===== src/rtl/noc_params.sv =====
// Shared NoC types: flit format, port/VC widths and the input-VC packet state.
// Latency: n/a (types and helpers only).
// Backpressure: n/a.
package noc_params;

  localparam int VC_NUM    = 4;
  localparam int VC_SIZE   = $clog2(VC_NUM);
  localparam int PORT_NUM  = 5;
  localparam int PORT_SIZE = $clog2(PORT_NUM);
  localparam int DATA_W    = 16;

  typedef enum logic [1:0] {HEAD, BODY, TAIL, HEADTAIL} flit_label_t;

  typedef logic [PORT_SIZE-1:0] port_t;

  typedef struct packed {
    flit_label_t        label;
    logic [VC_SIZE-1:0] vc_id;
    logic [DATA_W-1:0]  data;
  } flit_t;

  localparam int FLIT_W = $bits(flit_t);

  typedef enum logic [1:0] {IDLE, VA, ACTIVE} vc_state_t;

  function automatic logic is_head(input flit_label_t label);
    return (label == HEAD) || (label == HEADTAIL);
  endfunction

  function automatic logic is_tail(input flit_label_t label);
    return (label == TAIL) || (label == HEADTAIL);
  endfunction

endpackage


===== src/rtl/circular_buffer.sv =====
// Generic power-of-2 circular FIFO with occupancy count; no packet knowledge.
// Latency: write visible at data_o the next cycle; data_o is combinational from the head slot.
// Backpressure: write refused when full unless a read pops in the same cycle; read of empty ignored.
module circular_buffer #(
  parameter int BUFFER_SIZE = 8,
  parameter int DATA_W      = 8
) (
  input  logic                         clk,
  input  logic                         rst,
  input  logic [DATA_W-1:0]            data_i,
  input  logic                         write_i,
  input  logic                         read_i,
  output logic [DATA_W-1:0]            data_o,
  output logic                         is_full_o,
  output logic                         is_empty_o,
  output logic [$clog2(BUFFER_SIZE):0] occupancy_o
);

  localparam int PTR_W = $clog2(BUFFER_SIZE);

  logic [DATA_W-1:0] mem [BUFFER_SIZE];
  logic [PTR_W-1:0]  rd_ptr;
  logic [PTR_W-1:0]  wr_ptr;
  logic [PTR_W:0]    occ;
  logic              do_read;
  logic              do_write;

  assign is_empty_o  = (occ == '0);
  assign is_full_o   = (occ == (PTR_W+1)'(BUFFER_SIZE));
  assign occupancy_o = occ;
  assign do_read     = read_i && !is_empty_o;
  assign do_write    = write_i && (!is_full_o || do_read);

  // Zeroed when empty so downstream never sees stale or unknown slot contents.
  assign data_o = is_empty_o ? '0 : mem[rd_ptr];

  always_ff @(posedge clk) begin
    if (rst) begin
      rd_ptr <= '0;
      wr_ptr <= '0;
      occ    <= '0;
    end else begin
      if (do_write) wr_ptr <= wr_ptr + 1'b1;
      if (do_read)  rd_ptr <= rd_ptr + 1'b1;
      occ <= occ + (PTR_W+1)'(do_write) - (PTR_W+1)'(do_read);
    end
  end

  always_ff @(posedge clk) begin
    if (do_write) mem[wr_ptr] <= data_i;
  end

endmodule


===== src/rtl/input_vc_buffer.sv =====
// One router input virtual channel: flit FIFO, packet FSM, route/VC latches, on/off flow control.
// Latency: flit at data_o 1 cycle after write; head reaches VA 1 cycle after it is at the front.
// Backpressure: on/off hysteresis to upstream; overflow writes dropped and flagged on error_o.
module input_vc_buffer
  import noc_params::*;
#(
  parameter int BUFFER_SIZE   = 8,
  parameter int OFF_THRESHOLD = 6,
  parameter int ON_THRESHOLD  = 3
) (
  input  logic               clk,
  input  logic               rst,
  input  flit_t              data_i,
  input  logic               write_i,
  input  logic               read_i,
  input  port_t              out_port_i,
  input  logic               vc_valid_i,
  input  logic [VC_SIZE-1:0] vc_new_i,
  output flit_t              data_o,
  output port_t              out_port_o,
  output logic [VC_SIZE-1:0] downstream_vc_o,
  output logic               vc_request_o,
  output logic               switch_request_o,
  output logic               on_off_o,
  output logic               is_full_o,
  output logic               is_empty_o,
  output logic               error_o
);

  localparam int OCC_W = $clog2(BUFFER_SIZE) + 1;

  vc_state_t          state;
  vc_state_t          state_next;
  port_t              out_port_next;
  logic [VC_SIZE-1:0] downstream_vc_next;
  logic               error_next;
  logic               on_off_next;
  logic [FLIT_W-1:0]  front_raw;
  logic [OCC_W-1:0]   occ;
  logic [OCC_W-1:0]   occ_next;
  logic               read_ok;
  logic               write_ok;

  circular_buffer #(
    .BUFFER_SIZE (BUFFER_SIZE),
    .DATA_W      (FLIT_W)
  ) u_buf (
    .clk         (clk),
    .rst         (rst),
    .data_i      (data_i),
    .write_i     (write_i),
    .read_i      (read_ok),
    .data_o      (front_raw),
    .is_full_o   (is_full_o),
    .is_empty_o  (is_empty_o),
    .occupancy_o (occ)
  );

  assign data_o           = flit_t'(front_raw);
  assign vc_request_o     = (state == VA);
  assign switch_request_o = (state == ACTIVE) && !is_empty_o;
  assign read_ok          = read_i && switch_request_o;
  assign write_ok         = write_i && (!is_full_o || read_ok);
  assign occ_next         = occ + OCC_W'(write_ok) - OCC_W'(read_ok);

  always_comb begin
    state_next         = state;
    out_port_next      = out_port_o;
    downstream_vc_next = downstream_vc_o;
    error_next         = (read_i && !switch_request_o) || (write_i && !write_ok);
    case (state)
      IDLE: begin
        if (!is_empty_o) begin
          if (is_head(data_o.label)) begin
            state_next    = VA;
            out_port_next = out_port_i;
          end else begin
            // A body/tail with no head in front is left in place so it stays visible.
            error_next = 1'b1;
          end
        end
      end
      VA: begin
        if (vc_valid_i) begin
          state_next         = ACTIVE;
          downstream_vc_next = vc_new_i;
        end
      end
      ACTIVE: begin
        if (read_ok && is_tail(data_o.label)) state_next = IDLE;
      end
      default: state_next = IDLE;
    endcase
  end

  always_comb begin
    on_off_next = on_off_o;
    if (occ_next >= OCC_W'(OFF_THRESHOLD))     on_off_next = 1'b0;
    else if (occ_next <= OCC_W'(ON_THRESHOLD)) on_off_next = 1'b1;
  end

  always_ff @(posedge clk) begin
    if (rst) begin
      state           <= IDLE;
      out_port_o      <= '0;
      downstream_vc_o <= '0;
      on_off_o        <= 1'b1;
      error_o         <= 1'b0;
    end else begin
      state           <= state_next;
      out_port_o      <= out_port_next;
      downstream_vc_o <= downstream_vc_next;
      on_off_o        <= on_off_next;
      error_o         <= error_next;
    end
  end

endmodule


===== config.mk =====
export PLATFORM = sky130hd
export DESIGN_NAME = input_vc_buffer
export DESIGN_NICKNAME = d
export VERILOG_FILES = /design/src/rtl/noc_params.sv /design/src/rtl/circular_buffer.sv /design/src/rtl/input_vc_buffer.sv
export SDC_FILE = /design/constraint.sdc
export NUM_CORES = 1
export LEC_CHECK = 0
export BUFFER_PORTS_ARGS = -buffer_cell sky130_fd_sc_hd__buf_2
export CORE_AREA = 2 2 131 133
export CTS_CLUSTER_SIZE = 12
export DETAILED_ROUTE_END_ITERATION = 10
export DIE_AREA = 0 0 133 135
export MAX_ROUTING_LAYER = met4
export PLACE_DENSITY = 0.64
export SLEW_MARGIN = 30
export SYNTH_ARGS = -nofsm -noshare
export SYNTH_HDL_FRONTEND = slang
export SYNTH_SLANG_ARGS = --single-unit

===== constraint.sdc =====
create_clock -name clk -period 10 [get_ports clk]
set_clock_uncertainty 0.1 [all_clocks]
set_input_delay 1.5 -clock clk [delete_from_list [all_inputs] [get_ports clk]]
set_output_delay 1.5 -clock clk [all_outputs]
set_load 0.1 [all_outputs]

Word-level counts from Yosys, hierarchy flattened. Memories as Yosys holds them, arrays and structs flattened. A register that Yosys moved wholly into a read port is not among the register bits. Index checks and enable logic that the tools add are counted.

Logic and storage cells: 66. Memories: 1. Input port bits: 30. Output and inout bits: 31. Memory bits (writable): 160. Register bits: 19.

Memory list: u_buf.mem (words 8, width 20, rd ports 1, clocked after Yosys merged registers in 1, wr ports 1, line circular_buffer.sv:21) `logic [DATA_W-1:0] mem [BUFFER_SIZE];`.

Magnitude comparators: 2. Reduce and logical (&&, ||, !) cells: 24. Equality and inequality tests: 9. Multiplexer cells: 15. Bitwise operators: 1. Add/sub/neg operators: 6.

Operators with widths (number): two-way mux 20 bit (1); adder 4 x 1 -> 4 bit (2); logical AND 1 bit (8); two-way mux 2 bit (4); subtractor 4 x 1 -> 4 bit (2); two-way mux 1 bit (7); adder 3 x 1 -> 3 bit, second input constant (2); == test 2 bit, second input constant (3); two-way mux 3 bit (2); inequality test 2 bit, second input constant (3); case mux 2 bit (3 select lines) (1); logical OR 1 bit (5); == test 4 bit, second input constant (1); greater-or-equal comparator 4 x 3 -> 1 bit, second input constant (1); <= comparator 4 x 2 -> 1 bit, second input constant (1); logical NOT 1 bit (4); logical NOT 2 bit (2); logical NOT 4 bit (1); AND reduction 4 bit (1); AND reduction 3 bit (1); == test 2 x 1 -> 1 bit, second input constant (1); inequality test 2 x 1 -> 1 bit, second input constant (1); AND reduction 2 bit (1); nonzero test 2 bit (1); inverter 1 bit (1).

Longest topological paths before layout. Gate-level depths: netlist of the first run.

Word-level depth: 12. Mapped depth: 13. Mapped depth without buffers: 12.

Cells and area by module. A second synthesis of the first run with hierarchy kept.

Cell total of the unflattened synthesis: 378. Area, all modules: 7218.2 um2.

By module, submodules not included: circular_buffer (instances 1, sequential area each 5064.9 um2, cells an instance 318, area an instance 6663.9 um2); input_vc_buffer (instances 1, sequential area each 180.2 um2, cells an instance 60, area an instance 554.3 um2).

Worst setup path after synthesis of the first run. No wires, ideal clock.

Kind: input-to-reg. Start point: input port read_i. End point: memory u_buf.mem[1][0] (netlist bit), enable pin. Arrival: 3945 ps. Path buffers: 0. Cell stages on the path: 3. Data required time: 9452 ps. Setup time: 448 ps. Path slack: 5507 ps. Path through: nand4bb_1 and2_1 nor4_1.

Longest elaborated chain between the ends: 6.

RTL lines: from (decl) (line input_vc_buffer.sv:15) `input logic read_i,`; logical AND 1 bit (line input_vc_buffer.sv:62) `assign read_ok = read_i && switch_request_o;`; logical AND 1 bit (line circular_buffer.sv:31) `assign do_read = read_i && !is_empty_o;`; logical OR 1 bit (line circular_buffer.sv:32) `assign do_write = write_i && (!is_full_o || do_read);`; logical AND 1 bit (line circular_buffer.sv:32); two-way mux 1 bit (line circular_buffer.sv:50) `if (do_write) mem[wr_ptr] <= data_i;`; two-way mux 1 bit (not written as such) (line circular_buffer.sv:50); to (decl) (line circular_buffer.sv:21).

Every way passes these cells.

==> results by group, run 1 <==
Run status
  • Status: finished clean

Logic synthesis
  • Netlist cell types: 46
  • Synth Register Bits: 182
  • Dominant combinational cell family by area after synthesis: multiplexers
  • Mapped Cells: 384
  • Register area share after synthesis: 72.0%
  • Syn Std Cell Area: 7280 µm²
  • Mapped Avg Cell Area: 19.0 µm²
  • Syn Nets: 429
  • Compound-Gate Fraction of Synth Area: 4.91%
  • Mux share of post-synthesis cell area: 13.5%
  • Post-Synth Simple-Gate Area: under 10%
  • Post-Synth Adder-Cell Area: 2.78%
  • Top post-synthesis cells by area: edfxtp_1, mux4_2, dfxtp_1
  • Syn. warnings: 0
  • Dominant synthesized flop cell: edfxtp_1
  • Synth Area in XOR/XNOR: 0.241%
  • Post-synth EDFFs: 160
  • Yosys top cell by area: edfxtp_1
  • Post-synth top area share: 66.0%
  • Top post-synthesis cells by count: edfxtp_1, mux4_2, dfxtp_1
  • Most frequent cell after synthesis: edfxtp_1
  • FFs w/ async S/R, synth: 0%

Run
  • Max-cap viol count: 0

Place
  • Final GP Congestion: 0.769
  • Detailed Place HPWL: 8070 µm
  • Count of input and output buffers: 60

Finish
  • Share of layout cells above drive strength 1: 33.8%
  • Number of diodes: 0
  • Final nets: 500
  • Area growth syn-to-layout: 15.7%

Timing
  • Hold Slack: 0.396 ns
  • Min Clock Period, post-route: 4.29 ns
  • Final Max Slew Viols: 0
  • Worst relative slew slack: between 40% and 50%
  • Setup_tns: 0 ns
  • Period utilization: 42.9%
  • Actual slew at the worst max-slew pin: 0.886 ns
  • Final hold violation count: 0
  • RSZ-0062 raised after global routing: false
  • Final setup vio count: 0
  • Fmax: 233 MHz

Global routing
  • First-pass GRT wire length: 21,000 µm
  • Initial antenna violation count: 0
  • Remaining global-route overflow: 0
  • Total track usage: 16.7%
  • Largest net degree at the start of global routing: 43
  • Vias in the first global route: 3,785

Detailed routing
  • Iter 0 DRT Violations: 146
  • Post-Route WL: ~14,000 µm
  • Final routed DRC violation total: 0
  • Vias per cell: ~5.4
  • Via count: 3,716
  • First-pass DRT Iterations: 5
  • Drt wl/cell: 19.7 µm
  • Final antenna-violating net count: 0

CTS
  • # hold bufs at CTS: 0
  • CTS clk-pin slew, worst paths: 0.06 ns
  • CTS root buf: clkbuf_16
  • Clock Sink Count: 182
  • # H-tree levels: 4
  • CTS tree: built
  • Clock Latency Late Sink: 0.42 ns
  • CTS max path bufs: 2
  • Post-CTS Setup Bufs: 0
  • Post-cts resize count: 0
  • CTS Buf Count: 17

Floorplan
  • Initial Utilization: 44.4%
  • Rows: between 40 and 50
  • Die Span X: 133 µm
  • Die area: between 15,000 and 20,000 µm²
  • IO Pins: 61
  • Core Area: around 16,000 µm²
  • Die H: approximately 140 µm

Critical path
  • Worst-path fanout max: 18
  • WS Path Type: reg2out
  • Type of origin of the critical path: flip-flop
  • Worst r2r src: u_buf.occupancy_o[2]
  • CP endpoint kind: output pin
  • CP startpoint: u_buf.occupancy_o[2]
  • Required @ worst endpoint: 8.40 ns
  • Arr. time, crit path: 2.69 ns

Power and ir drop
  • Max IR drop VDD: 254 µV
  • Leakage Power: 2.88 nW
  • Final Total Pwr: 2.31 mW
  • Pwr/cell area: roughly 270 nW/µm²

Worst hold path
  • Hold Crit Class: reg2reg
  • Hold path start: out_port_o[1]
-- area by class of cell --
type,count,area (µm²)
clock buffer,20,437
clock inverter,11,109
fill,1334,7980
inverter,10,37.5
multi-input combinational,174,1940
sequential,182,5250
tap,220,275
timing repair buffer,70,375
-- cell families after synthesis --
| kind of cell | after synthesis |
|---|---|
| adders and majority gates | 15 |
| AOI/OAI and AO/OA | 49 |
| DFF | 182 |
| and+or+nand+nor | 58 |
| buffers and inverters | 28 |
| xor gates and xnor gates | 2 |
| muxes | 50 |
-- sequential cells by signal, indices dropped and copies added (netlist names), named ones only --
signal,cells
error_o,1
downstream_vc_o,2
u_buf.mem,160
u_buf.rd_ptr,3
state,2
u_buf.wr_ptr,3
out_port_o,3
on_off_o,1
u_buf.occupancy_o,4
-- cell usage in the layout (no fill, tap or decap), types with 7 or more instances in the layout --
cell         n
a21oi_1     12
a22o_1      19
buf_2       60
buf_4       10
clkbuf_16   17
dfxtp_1     20
edfxtp_1   160
ha_1        13
inv_1       10
mux2i_1      7
mux4_2      38
nand3_1      7
nor2_1      11
nor2b_1      7
o21ai_0      7
-- worst max-delay path, cell delays in order, from the launching register on --
cell and delay (ns):
dfxtp_1 0.31, inv_1 0.07, ha_1 0.21, or3b_4 0.32, inv_1 0.20, nor2_2 0.17, buf_4 0.33, a22o_1 0.21
buf_2 0.43
-- layer usage --
layer / track usage [%] / wire, µm / vias up
li1: - / - / 1696
met1: 19.7 / 5810 / 1922
met2: 28.0 / 7050 / 89
met3: 4.84 / 594 / 9
met4: 5.02 / 103 / 0
met5: - / 0 / -
-- where the power goes --
| part | total, mW | leakage, nW | switching, mW | internal [mW] |
|---|---|---|---|---|
| combinational | 0.787 | 0.981 | 0.616 | 0.171 |
| clock | 0.622 | 0.270 | 0.259 | 0.363 |
| sequential | 0.906 | 1.63 | 0.0237 | 0.882 |
-- stage by stage --
step	area [µm²]	instances	utilization, %	setup WS [ns]
floorplan	7280	384	-	5.51
global placement	7870	656	48.0	6.06
detailed placement	7880	656	48.0	6.07
CTS	8420	687	51.3	5.65
global route	8420	687	51.3	5.56
finish	8420	687	51.3	5.71
-- worst paths after layout --
kind	endpoint	cells after the start	slack [ns]
setup / recovery	data_o[15]	8	5.71
hold / removal	out_port_o[1]	2	0.40
setup reg to reg	on_off_o	12	6.93
hold reg to reg	out_port_o[1]	2	0.40
Note: power is estimated with default switching activity, not from simulation.
==> inputs of run 2 (changes only) <==
==> constraint.sdc (replaced) <==
create_clock -name clk -period 4.1 [get_ports clk]
set_clock_uncertainty 0.1 [all_clocks]
set_input_delay 0.615 -clock clk [delete_from_list [all_inputs] [get_ports clk]]
set_output_delay 0.615 -clock clk [all_outputs]
set_load 0.1 [all_outputs]
==> results by group, run 2 (same netlist as run 1, synthesis figures left out) <==
Finish
  • Area of all placed cells without fillers: 8470 µm² (+0.56%)
  • Final nets: 502 (+0.40%)
  • Most frequent cells in the layout: edfxtp_1, buf_2, mux4_2
  • Area growth syn-to-layout: 16.4%
  • Layout Utilization: 51.6% (+0.29 points)
  • Finished Layout Cells: 690 (+0.44%)
  • Commonest non-fill, non-tap cell in the layout: edfxtp_1
  • Share of layout cells above drive strength 1: 34.8% (+0.92 points)
  • Largest Register: u_buf.mem
  • Max FFs per register: 160 (unchanged)

Place
  • Placed insts: 658 (+0.30%)
  • Final GP Congestion: 0.760 (-1.2%)
  • Detailed Place HPWL: 8010 µm (-0.72%)
  • Count of input and output buffers: 60 (unchanged)
  • Placed instance area: 7880 µm² (about the same)

Global routing
  • Total track usage: 16.3% (-0.39 points)
  • First-pass GRT wire length: 21,000 µm (about the same)
  • Remaining global-route overflow: 0 (unchanged)
  • Vias in the first global route: 3,887 (+2.7%)
  • Largest net degree at the start of global routing: 28 (-35%)
  • Initial antenna violation count: 1 (+1)

CTS
  • CTS max path bufs: 2 (unchanged)
  • CTS tree: built
  • # H-tree levels: 4 (unchanged)
  • Clock Latency Late Sink: 0.42 ns (about the same)
  • CTS Buf Count: 17 (unchanged)
  • Post-CTS Setup Bufs: 0 (unchanged)
  • CTS clk-pin slew, worst paths: 0.06 ns (about the same)
  • Post-cts resize count: 0 (unchanged)
  • Clock Sink Count: 182 (unchanged)
  • CTS root buf: clkbuf_16
  • # hold bufs at CTS: 0 (unchanged)

Detailed routing
  • Via count: 3,672 (-1.2%)
  • Vias per cell: 5.32 (-1.6%)
  • Iter 0 DRT Violations: 178 (+22%)
  • First-pass DRT Iterations: 4 (-1)
  • Final routed DRC violation total: 0 (unchanged)
  • Post-Route WL: 13,400 µm (-0.98%)
  • Final antenna-violating net count: 0 (unchanged)
  • Drt wl/cell: 19.5 µm (-1.4%)

Floorplan
  • Rows: 47 (unchanged)
  • Initial Utilization: 44.4% (unchanged)
  • Die H: 135 µm (unchanged)
  • Die area: 18,000 µm² (unchanged)
  • Die Span X: 133 µm (unchanged)
  • IO Pins: 61 (unchanged)
  • Core Area: 16,400 µm² (unchanged)

Critical path
  • Type of origin of the critical path: flip-flop
  • CP endpoint kind: output pin
  • Reg2reg end: out_port_o[2]
  • WS Path Type: reg2out
  • Reg2Reg Depth: 10 (-2)
  • Arr. time, crit path: 2.89 ns (+0.20 ns)
  • Worst-path fanout max: 12 (-6)
  • Required @ worst endpoint: 3.38 ns (-5.02 ns)
  • R2r setup slk: 1.05 ns (-5.88 ns)
  • Worst r2r src: u_buf.occupancy_o[2]

Timing
  • Min Clock Period, post-route: 3.60 ns
  • Period utilization: 87.9%
  • Actual slew at the worst max-slew pin: 0.771 ns (-0.115 ns)
  • Hold Slack: 0.331 ns (-0.0653 ns)
  • RSZ-0062 raised after global routing: false
  • Setup_tns: 0 ns (unchanged)
  • Final hold violation count: 0 (unchanged)
  • Worst relative slew slack: 48.6% (+8.2 points)
  • Final setup vio count: 0 (unchanged)
  • Final Max Slew Viols: 0 (unchanged)
  • Fmax: 277 MHz

Worst hold path
  • Hold path depth: 3 (+1)
  • Hold Crit Class: in2reg
  • Hold path start: vc_new_i[1]
  • Hold Crit Endpoint: downstream_vc_o[1]

Run
  • Max-cap viol count: 0 (unchanged)

Run status
  • Status: finished clean

Power and ir drop
  • Max IR drop VDD: 524 µV (+110%)
  • Pwr/cell area: 673 nW/µm² (+150%)
  • Leakage Power: 2.89 nW (+0.31%)
run 2: changes by cell type in the layout (fill, tap and decap cells not counted), sizes merged:
cell      delta
buf          +2
bufinv       +1
diode        +1
clkinvlp     +5
clkbuf       -2
clkinv       -4
run 2: how the worst max path moves through the flow:
stage / startpoint / endpoint / slack [ns] / cells past startpoint
6_report: u_buf.occupancy_o[2] / data_o[17] / 0.50 / 8
4_1_cts: u_buf.occupancy_o[2] / data_o[17] / 0.43 / 8
2_1_floorplan: u_buf.occupancy_o[2] / u_buf.mem[1][0] / 0.42 / 5
5_1_grt: u_buf.occupancy_o[2] / data_o[17] / 0.28 / 8
3_5_place_dp: u_buf.occupancy_o[2] / data_o[17] / 0.89 / 8
3_3_place_gp: u_buf.occupancy_o[2] / data_o[7] / 0.99 / 8
run 2: power by group:
group	internal [mW]	leakage, nW	total (mW)	switching [mW]
Sequential	2.15	1.63	2.21	0.0585
Clock	0.951	0.270	1.60	0.647
Combinational	0.417	0.991	1.89	1.48
Total	3.52	2.89	5.70	2.18
run 2: layout make-up:
cell class                 instances  area [µm²]
fill                            1316        7940
sequential                       182        5250
multi-input combinational        174        1930
clock buffer                      18         429
timing repair buffer              72         390
tap                              220         275
clock inverter                    13         158
inverter                          10        37.5
antenna                            1        2.50
run 2: metal layers:
layer	global-route usage, %	vias to the layer above	part of all wire [%]
li1	-	1700	-
met1	20.1	1874	44
met2	26.4	81	50
met3	3.64	17	4.5
met4	6.45	0	1.8
met5	-	-	0
run 2: worst max-delay path, cell delays in order, from the launching register on:
cell and delay [ns]:
dfxtp_1 0.30, inv_1 0.06, ha_1 0.21, or3b_4 0.31, inv_1 0.20, nor2_2 0.47, buf_4 0.30, a22o_1 0.17
buf_2 0.43
run 2: per-stage QoR:
| stage | worst slack, ns | power [mW] |
|---|---|---|
| after floorplan | 0.416 | 3.82 |
| after global placement | 0.989 | 4.13 |
| after detailed placement | 0.886 | 4.16 |
| after CTS | 0.429 | 5.75 |
| after global routing | 0.283 | 5.92 |
| final | 0.495 | 5.70 |
==> inputs of run 3 (changes only) <==
--- a/config.mk
+++ b/config.mk
@@ -5,14 +5,18 @@
 export SDC_FILE = /design/constraint.sdc
 export NUM_CORES = 1
 export LEC_CHECK = 0
+export ABC_AREA = 1
 export BUFFER_PORTS_ARGS = -buffer_cell sky130_fd_sc_hd__buf_2
-export CORE_AREA = 2 2 131 133
+export CELL_PAD_IN_SITES_DETAIL_PLACEMENT = 1
+export CELL_PAD_IN_SITES_GLOBAL_PLACEMENT = 1
+export CORE_AREA = 2 2 136 138
 export CTS_CLUSTER_SIZE = 12
 export DETAILED_ROUTE_END_ITERATION = 10
-export DIE_AREA = 0 0 133 135
+export DIE_AREA = 0 0 138 140
 export MAX_ROUTING_LAYER = met4
-export PLACE_DENSITY = 0.64
+export PLACE_DENSITY = 0.77
 export SLEW_MARGIN = 30
 export SYNTH_ARGS = -nofsm -noshare
 export SYNTH_HDL_FRONTEND = slang
+export SYNTH_HIERARCHICAL = 1
 export SYNTH_SLANG_ARGS = --single-unit
==> results by group, run 3 <==
Run status
  • Status: finished clean

Power and ir drop
  • Sequential share of power: 36.8% (-2.0 points)
  • Switching power: 2.41 mW (+10%)
  • Max IR drop VDD: 538 µV (+2.7%)
  • Leakage Power: 3.74 nW (+29%)
  • Pwr/cell area: 650 nW/µm² (-3.4%)
  • Clock power frac: 25.3% (-2.7 points)
  • Switching fraction of total power: 39.8% (+1.5 points)
  • Final Total Pwr: 6.05 mW (+6.1%)
  • Internal power: 3.64 mW (+3.5%)
  • Part of the power in combinational logic: 37.8% (+4.6 points)

Global routing
  • Total track usage: 21.2% (+4.9 points)
  • Initial antenna violation count: 1 (unchanged)
  • Remaining global-route overflow: 0 (unchanged)
  • Vias in the first global route: 5,868 (+51%)
  • First-pass GRT wire length: 30,700 µm (+46%)
  • Largest net degree at the start of global routing: 57 (+100%)

Timing
  • Final setup vio count: 0 (unchanged)
  • Actual slew at the worst max-slew pin: 0.665 ns (-0.106 ns)
  • Hold Slack: 0.334 ns (+0.00332 ns)
  • Final Max Slew Viols: 0 (unchanged)
  • Worst relative slew slack: 55.6% (+7.0 points)
  • Fin worst setup slack: 0.823 ns (+0.327 ns)
  • Final hold violation count: 0 (unchanged)
  • Min Clock Period, post-route: 3.28 ns (-0.327 ns)
  • Period utilization: 79.9% (-8.0 points)
  • Fmax: 305 MHz (+10%)
  • RSZ-0062 raised after global routing: false

Worst hold path
  • Hold path depth: 3 (unchanged)
  • Hold Crit Endpoint: downstream_vc_o[1]
  • Hold Crit Class: in2reg
  • Hold path start: vc_new_i[1]

Finish
  • Most frequent cells in the layout: nor2_1, edfxtp_1, nand2_1
  • Area growth syn-to-layout: 18.2%
  • # fillers: 1,994 (+52%)
  • Share of layout cells above drive strength 1: 14.8% (-20 points)
  • Layout Utilization: 52.3% (+0.70 points)
  • Largest Register: u_buf/mem
  • Commonest non-fill, non-tap cell in the layout: nor2_1
  • Max FFs per register: 160 (unchanged)
  • Final nets: 894 (+78%)

Logic synthesis
  • Post-synth top area share: 61.0% (-5.0 points)
  • Mapped Cells: 788 (+110%)
  • Mapped Avg Cell Area: 9.99 µm² (-47%)
  • Netlist cell types: 27 (-41%)
  • Dominant synthesized flop cell: edfxtp_1
  • Syn. warnings: 6 (+6)
  • Synth Register Bits: 182 (unchanged)
  • Most frequent cell after synthesis: nor2_1
  • Syn Std Cell Area: 7870 µm² (+8.1%)
  • Post-synth EDFFs: 160 (unchanged)
  • Top post-synthesis cells by count: nor2_1, edfxtp_1, nand2_1
  • FFs w/ async S/R, synth: 0% (unchanged)
  • Register area share after synthesis: 66.6% (-5.4 points)
  • Top post-synthesis cells by area: edfxtp_1, nor2_1, nand2_1
  • Yosys top cell by area: edfxtp_1
  • Syn Nets: 833 (+94%)

Critical path
  • Reg2Reg Depth: 16 (+6)
  • Arr. time, crit path: 2.56 ns (-0.33 ns)
  • CP endpoint kind: output pin
  • R2r setup slk: 1.21 ns (+0.16 ns)
  • Worst r2r src: u_buf/occupancy_o[2]
  • Type of origin of the critical path: flip-flop
  • Worst-path fanout max: 56 (+44)
  • Reg2reg end: u_buf/occupancy_o[2]
  • Required @ worst endpoint: 3.38 ns (about the same)
  • WS Path Type: reg2out

Floorplan
  • Core Area: 17,800 µm² (+8.4%)
  • Die Span X: 138 µm (+3.8%)
  • Die H: 140 µm (+3.7%)
  • Die area: 19,300 µm² (+7.6%)
  • Rows: 49 (+4.3%)
  • Initial Utilization: 44.3% (-0.10 points)
  • IO Pins: 61 (unchanged)

Place
  • Final GP Congestion: 0.756 (-0.47%)
  • Detailed Place HPWL: 11,400 µm (+42%)
  • Dpl ws: 1.19 ns (+0.302 ns)
  • Count of input and output buffers: 60 (unchanged)

Detailed routing
  • Via count: 5,520 (+50%)
  • Vias per cell: 5.05 (-5.0%)
  • Final antenna-violating net count: 0 (unchanged)
  • Drt wl/cell: 17.4 µm (-11%)
  • Final routed DRC violation total: 0 (unchanged)
  • Iter 0 DRT Violations: 388 (+120%)
  • First-pass DRT Iterations: 4 (unchanged)
  • Post-Route WL: 19,000 µm (+42%)

CTS
  • CTS clk-pin slew, worst paths: 0.07 ns (about the same)
  • CTS max path bufs: 2 (unchanged)
  • CTS tree: built
  • # hold bufs at CTS: 0 (unchanged)
  • CTS Buf Count: 17 (unchanged)
  • Post-CTS Setup Bufs: 0 (unchanged)
  • Clock Sink Count: 182 (unchanged)
  • CTS root buf: clkbuf_16
  • # H-tree levels: 4 (unchanged)
  • Post-cts resize count: 0 (unchanged)
  • Clock Latency Late Sink: 0.43 ns (about the same)

Run
  • Max-cap viol count: 0 (unchanged)
-- run 3: logic make-up after synthesis --
| family | after synthesis | share of synthesized area [%] |
|---|---|---|
| compound gates | 60 | 3.83 |
| xor+xnor | 4 | 0.445 |
| fa+ha+maj | 15 | 2.58 |
| buf+inv | 108 | 5.63 |
| flops | 182 | 66.6 |
| simple gates | 419 | 20.9 |
-- run 3: worst max-delay path, cell delays in order, from the launching register on --
cell and delay, ns:
dfxtp_4 0.76, buf_4 0.38, nor2_1 0.08, nor2_1 0.08
o21ai_0 0.09, nand2_1 0.09, nor2_1 0.04, nor2_1 0.35
buf_12 0.23
-- run 3: layout make-up --
| cell class | instances | area, µm² | share of cell area, % |
|---|---|---|---|
| Clock inverter | 11 | 71.3 | 0.766 |
| Tap cell | 229 | 287 | 3.08 |
| Sequential cell | 182 | 5250 | 56.4 |
| Clock buffer | 21 | 482 | 5.18 |
| Multi-Input combinational cell | 498 | 2220 | 23.8 |
| Inverter | 75 | 282 | 3.03 |
| Antenna cell | 1 | 2.50 | 0.0269 |
| Timing Repair Buffer | 75 | 713 | 7.66 |
-- run 3: power groups by stage --
stage	sequential, mW	combinational (mW)	clock (mW)
after CTS	2.23	2.32	1.56
after global placement	2.26	2.26	0
after floorplan	2.38	1.43	0
final	2.23	2.29	1.53
after detailed placement	2.27	2.30	0
after global routing	2.24	2.44	1.62
-- run 3: worst max-delay path by stage --
stage                                 to  slack [ns]  cells after the start
global placement              data_o[19]        1.29                      8
floorplan                u_buf/mem[6][0]       -0.19                     12
finish                        data_o[19]        0.82                      8
CTS                           data_o[19]        0.78                      8
detailed placement  u_buf/occupancy_o[2]        1.19                     16
global route                  data_o[19]        0.60                      8
-- run 3: routing by layer --
| metal | up-vias | GRT usage (%) | wire [µm] |
|---|---|---|---|
| met1 | 2718 | 25.3 | 8260 |
| met5 | - | - | 0 |
| met3 | 30 | 3.62 | 650 |
| met4 | 0 | 7.14 | 387 |
| li1 | 2675 | - | - |
| met2 | 97 | 36.7 | 9700 |
-- run 3: through the flow --
stage                     TNS (ns)  std cells  cell area (µm²)
after floorplan             -15.50        788             7880
after global placement           0       1059             8750
after detailed placement         0       1059             8750
after CTS                        0       1091             9300
after global routing             0       1092             9310
final                            0       1092             9310
